## src/rtl/volume_ctrl_if.sv

```systemverilog
// Button/level bundle for volume_ctrl: per-channel up/down buttons in, pulses and packed levels out.
// The controller takes the slave modport and the button driver takes the master modport.
interface volume_ctrl_if #(
  parameter int unsigned NCH = 2,
  parameter int unsigned W   = 4
);
  logic [NCH-1:0]   up;
  logic [NCH-1:0]   down;
  logic [NCH-1:0]   increment;
  logic [NCH-1:0]   decrement;
  logic [NCH*W-1:0] level;

  modport master (
    output up, down,
    input  increment, decrement, level
  );

  modport slave (
    input  up, down,
    output increment, decrement, level
  );
endinterface

```

## src/rtl/volume_ctrl.sv

```systemverilog
// Multi-channel saturating volume controller with press/hold FSM per channel.
// Define VOLUME_REPEAT_EN to compile in auto-repeat (HOLD/RATE counter); otherwise one step per press.
module volume_ctrl #(
  parameter int unsigned NCH  = 2,
  parameter int unsigned W    = 4,
  parameter int unsigned INIT = 8,
  parameter int unsigned HOLD = 4,
  parameter int unsigned RATE = 2
) (
  input logic         clk,
  input logic         reset,
  volume_ctrl_if.slave bus
);

  if (NCH < 1 || W < 2 || INIT > (2 ** W) - 1 || HOLD < 1 || RATE < 1) begin : g_bad_param
    $error("volume_ctrl: illegal parameter set");
  end

  typedef enum logic [2:0] {
    StIdle,
    StUpPress,
    StUpHeld,
    StDnPress,
    StDnHeld
  } state_e;

  localparam logic [W-1:0] Max = {W{1'b1}};

  state_e         state_q [NCH];
  state_e         state_d [NCH];
  logic [W-1:0]   level_q [NCH];
  logic [W-1:0]   level_d [NCH];
  logic [NCH-1:0] inc;
  logic [NCH-1:0] dec;
  logic [NCH*W-1:0] level_packed;

`ifdef VOLUME_REPEAT_EN
  localparam int unsigned CntW = $clog2((HOLD > RATE ? HOLD : RATE) + 1);

  logic [CntW-1:0] cnt_q [NCH];
  logic [CntW-1:0] cnt_d [NCH];
  // Set while a PRESS was entered from HELD, selecting the shorter RATE reload.
  logic            rpt_q [NCH];
  logic            rpt_d [NCH];
`endif

  always_comb begin
    inc          = '0;
    dec          = '0;
    level_packed = '0;
    for (int i = 0; i < NCH; i++) begin
      state_d[i] = state_q[i];
      level_d[i] = level_q[i];
`ifdef VOLUME_REPEAT_EN
      cnt_d[i]   = cnt_q[i];
      rpt_d[i]   = rpt_q[i];
`endif
      inc[i] = (state_q[i] == StUpPress) && (level_q[i] != Max);
      dec[i] = (state_q[i] == StDnPress) && (level_q[i] != '0);
      if (inc[i]) begin
        level_d[i] = level_q[i] + W'(1);
      end else if (dec[i]) begin
        level_d[i] = level_q[i] - W'(1);
      end
      level_packed[i*W +: W] = level_q[i];

      unique case (state_q[i])
        StIdle: begin
`ifdef VOLUME_REPEAT_EN
          rpt_d[i] = 1'b0;
`endif
          if (bus.up[i] && !bus.down[i]) begin
            state_d[i] = StUpPress;
          end else if (bus.down[i] && !bus.up[i]) begin
            state_d[i] = StDnPress;
          end
        end
        StUpPress: begin
          state_d[i] = StUpHeld;
`ifdef VOLUME_REPEAT_EN
          cnt_d[i]   = rpt_q[i] ? CntW'(RATE - 1) : CntW'(HOLD - 1);
`endif
        end
        StUpHeld: begin
          if (!bus.up[i]) begin
            state_d[i] = StIdle;
`ifdef VOLUME_REPEAT_EN
          end else if (cnt_q[i] == '0) begin
            state_d[i] = StUpPress;
            rpt_d[i]   = 1'b1;
          end else begin
            cnt_d[i] = cnt_q[i] - CntW'(1);
`endif
          end
        end
        StDnPress: begin
          state_d[i] = StDnHeld;
`ifdef VOLUME_REPEAT_EN
          cnt_d[i]   = rpt_q[i] ? CntW'(RATE - 1) : CntW'(HOLD - 1);
`endif
        end
        StDnHeld: begin
          if (!bus.down[i]) begin
            state_d[i] = StIdle;
`ifdef VOLUME_REPEAT_EN
          end else if (cnt_q[i] == '0) begin
            state_d[i] = StDnPress;
            rpt_d[i]   = 1'b1;
          end else begin
            cnt_d[i] = cnt_q[i] - CntW'(1);
`endif
          end
        end
        default: state_d[i] = StIdle;
      endcase
    end
  end

  always_ff @(posedge clk or posedge reset) begin
    if (reset) begin
      for (int i = 0; i < NCH; i++) begin
        state_q[i] <= StIdle;
        level_q[i] <= W'(INIT);
`ifdef VOLUME_REPEAT_EN
        cnt_q[i]   <= '0;
        rpt_q[i]   <= 1'b0;
`endif
      end
    end else begin
      for (int i = 0; i < NCH; i++) begin
        state_q[i] <= state_d[i];
        level_q[i] <= level_d[i];
`ifdef VOLUME_REPEAT_EN
        cnt_q[i]   <= cnt_d[i];
        rpt_q[i]   <= rpt_d[i];
`endif
      end
    end
  end

  assign bus.increment = inc;
  assign bus.decrement = dec;
  assign bus.level     = level_packed;

endmodule
```

## src/flat_wrapper.sv

```systemverilog
// flat-port wrapper written by rule: the top's interface ports become plain ports
module volume_ctrl_flat 
#(
  parameter int unsigned NCH  = 2,
  parameter int unsigned W    = 4,
  parameter int unsigned INIT = 8,
  parameter int unsigned HOLD = 4,
  parameter int unsigned RATE = 2
)
  (clk, reset, bus_up, bus_down, bus_increment, bus_decrement, bus_level);
  volume_ctrl_if #(.NCH(NCH), .W(W)) bus_i ();
  input logic clk;
  input logic reset;
  input wire logic [$bits(bus_i.up)-1:0] bus_up;
  input wire logic [$bits(bus_i.down)-1:0] bus_down;
  output wire logic [$bits(bus_i.increment)-1:0] bus_increment;
  output wire logic [$bits(bus_i.decrement)-1:0] bus_decrement;
  output wire logic [$bits(bus_i.level)-1:0] bus_level;
  assign bus_i.up = bus_up;
  assign bus_i.down = bus_down;
  assign bus_increment = bus_i.increment;
  assign bus_decrement = bus_i.decrement;
  assign bus_level = bus_i.level;
  volume_ctrl #(.NCH(NCH), .W(W), .INIT(INIT), .HOLD(HOLD), .RATE(RATE)) u_core (.clk(clk), .reset(reset), .bus(bus_i));
endmodule
```

## config.mk

```make
export PLATFORM = sky130hd
export DESIGN_NAME = volume_ctrl_flat
export DESIGN_NICKNAME = d
export VERILOG_FILES = /design/src/rtl/volume_ctrl_if.sv /design/src/rtl/volume_ctrl.sv /design/src/flat_wrapper.sv
export SDC_FILE = /design/constraint.sdc
export NUM_CORES = 1
export LEC_CHECK = 0
export ABC_AREA = 1
export CAP_MARGIN = 0
export CORE_UTILIZATION = 45
export DETAILED_ROUTE_END_ITERATION = 16
export GPL_TIMING_DRIVEN = 0
export PLACE_DENSITY = 0.73
export SLEW_MARGIN = 10
export SYNTH_ARGS = -nofsm -noshare
export SYNTH_HDL_FRONTEND = slang
export SYNTH_SLANG_ARGS = --single-unit
```

## constraint.sdc

```tcl
create_clock -name clk -period 1.7 [get_ports clk]
set_input_delay 0.255 -clock clk [delete_from_list [all_inputs] [get_ports clk]]
set_output_delay 0.255 -clock clk [all_outputs]
set_load 0.01 [all_outputs]
```

==> out/summary.txt <==
first-pass GRT wire length: 3.71 mm
n_diodes: 0
Die X-Extent: 48.8 µm
cell taking the most area after synthesis: dfrtp_1
run status: finished, final reports clean
total CTS buffers: 3
Sum Neg Setup Slack: 0 ps
gr usage total: 19.8%
worst-margin pin slew: 523 ps
switching power: 1.39 mW
Crit. End Element: register
worst r2r dst: u_core.bus.level[5]$_DFFE_PP0P_
Max clock buf depth: 2
starting density of the core: 49.1%
first-pass detailed-route iteration total: 4
Synth Area per Inst: 7.56 µm²
final wirelength: 2.45 mm
Worst Path Required: 1870 ps
Critical Path AT: 1870 ps
normalized max-slew margin: 65.1%
Net count, final: 185
post-route ant nets: 0
GRT overflow: 0
number of synthesized register bits: 14
largest net degree at the start of global routing: 15
Cell variety after synth: 25
Hold Slack: 311 ps
CTS Root Cell: clkbuf_4
core outline area: 2000 µm²
Hold Fails Final Rpt: 0
port bufs: 17
synthesis-to-layout area growth: 52.2%
final setup fails: 0
share of cells above drive strength 1: 40.4%
Die Area: 2380 µm²
top post-synthesis cells by area: dfrtp_1 31%, nand2_1 14%, nand3_1 8.7%, ha_1 6.4%, dfstp_2 5.3%
HPWL reported at the end of detailed placement: 1.50 mm
Die H: 48.8 µm
max_cap viols: 0
minimum clock period: 1700 ps
DR vias: 1015
internal power: 1.74 mW
post-synth top area share: 30.5%
Row Count: 16
later-pin clock latency in the skew report: 270 ps
CTS Hold Bufs: 0
Final Max Tran Viols: 0
RSZ-0062 raised after global routing: true
Max IR drop VDD: 1.18 mV
vias per cell: 5.13
post-synthesis instance area: 983 µm²
cell leakage power: 0.717 nW
register area share after synthesis: 35.9%
Final WS setup: 1.32 ps
RR Startpoint: u_core.bus.level[7]$_DFFE_PP1P_
Hold Path Class: in -> async
register share of total power: 24.1%
number of antenna violations at the first check in global routing: 0
gpl congestion: 0.821
critical path type: reg -> reg
Clock Pin Slew Worst Setup and Hold Paths: 80 ps
CTS H-tree depth: 1
First DRT Iteration DRCs: 17
flop-to-flop setup slack: 1 ps
dpl ws: -92.2 ps
Worst setup SP type: register
Final period util: 99.9%
Mapped Cells: 130
Layout Skew: 1.09 ps
TritonCTS clock tree: yes
clock sink total: 14
number of global-route vias before repair: 893
switch share: 44.4%
clock power share: 7.5%
synth warn: 0
Max Fclk: 589 MHz
wire per inst: 12.4 µm
syn nets: 143
I/O pins: 18
# DRC: 0
worst reg2reg path depth: 8
Power Density: 2090 nW/µm²
Gate power share: 68.4%
crit-path max FO: 5
-- critical path, stage by stage (launching register included) --
cell and delay (ps):
dfstp_2 580, nand2_2 80, nor2_4 130, nor2_4 40
inv_2 70, buf_4 140, fa_2 430, nand2_1 70
nand2_1 50
-- Yosys cell counts --
library cell and instances:
a21oi_1 4, a31o_2 1, dfrtp_1 12, dfstp_2 2
fa_1 2, ha_1 5, inv_1 13, inv_2 3
nand2_1 37, nand2_2 4, nand2_4 1, nand3_1 17
nand3_2 1, nand4_1 1, nor2_1 12, nor2_2 2
nor2_4 1, nor3b_1 1, o211ai_1 1, o21a_1 1
o21ai_0 2, o21ai_2 1, o21ai_4 1, or2_2 3
xor2_1 2
-- layer usage --
layer  global-route usage (%)  up-vias  part of all wire [%]
li1                         -      504                     -
met1                     23.2      489                    41
met2                     37.5       20                    57
met3                     1.89        2                   1.9
met4                     5.88        0                  0.29
met5                        0        -                     0
-- logic make-up (layout without fill, tap and decap cells) --
group                    after synthesis  after routing  synth area share, %
flip-flops                            14             14                 35.9
AO/OA/AOI/OAI                         11             11                 8.02
buffers and inverters                 16             57                 6.11
adder cells (fa/ha/maj)                7              7                 10.4
XOR/XNOR                               2              2                 1.78
AND/OR/NAND/NOR                       80             80                 37.8
-- sequential cells by signal, indices dropped and copies added (netlist names) --
register	flops
u_core.state_q	6
u_core.bus.level	8
-- stage by stage --
stage	cells	power [mW]	utilization (%)	cell area, µm²
CTS	189	2.73	67.7	1360
global route	198	3.40	74.8	1500
finish	198	3.13	74.8	1500
global placement	174	2.24	61.1	1220
floorplan	130	1.83	-	1020
detailed placement	174	2.31	61.1	1220
-- final cells by class --
cell class | count | area, µm²
flip-flops and latches | 14 | 359
inverters | 16 | 60.1
repair buffers | 37 | 318
well taps | 27 | 33.8
fillers | 139 | 505
clock buffers | 4 | 36.3
multi-input cells | 100 | 689
-- cells in the final DEF (no fill, tap or decap), drive strengths merged, types with 2 or more instances in the layout --
| cell | instances |
|---|---|
| clkdlybuf4s50 | 13 |
| nor2 | 15 |
| dfstp | 2 |
| a21oi | 4 |
| ha | 5 |
| nand3 | 18 |
| xor2 | 2 |
| buf | 20 |
| clkdlybuf4s15 | 2 |
| dfrtp | 12 |
| clkbuf | 5 |
| or2 | 3 |
| fa | 2 |
| inv | 16 |
| o21ai | 4 |
| nand2 | 42 |
-- worst max-delay path by stage --
stage | from | end | slack [ps] | cells past startpoint
4_1_cts | u_core.bus.level[5]$_DFFE_PP0P_ | u_core.bus.level[6]$_DFFE_PP0P_ | -40 | 9
5_1_grt | u_core.bus.level[7]$_DFFE_PP1P_ | u_core.bus.level[7]$_DFFE_PP1P_ | -80 | 11
3_5_place_dp | u_core.bus.level[3]$_DFFE_PP1P_ | u_core.bus.level[3]$_DFFE_PP1P_ | -90 | 9
2_1_floorplan | u_core.bus.level[3]$_DFFE_PP1P_ | u_core.bus.level[3]$_DFFE_PP1P_ | -10 | 9
6_report | u_core.bus.level[7]$_DFFE_PP1P_ | u_core.bus.level[5]$_DFFE_PP0P_ | 1 | 8
3_3_place_gp | u_core.bus.level[3]$_DFFE_PP1P_ | u_core.bus.level[3]$_DFFE_PP1P_ | -60 | 9
-- power groups by stage --
stage | logic [mW] | registers, mW | clock network [mW]
after floorplan | 1.07 | 0.758 | 0
after global placement | 1.48 | 0.752 | 0
after detailed placement | 1.55 | 0.758 | 0
after CTS | 1.74 | 0.753 | 0.239
after global routing | 2.35 | 0.785 | 0.263
final | 2.14 | 0.755 | 0.233
-- timing repair --
item                       4_1_cts  5_1_grt
setup endpoints to repair        6        8
cloned                           0        0
setup buffers                   11        9
pin swaps                        4       12
gates resized for setup         14       21
No activity file was read; power rests on OpenSTA's default activity.
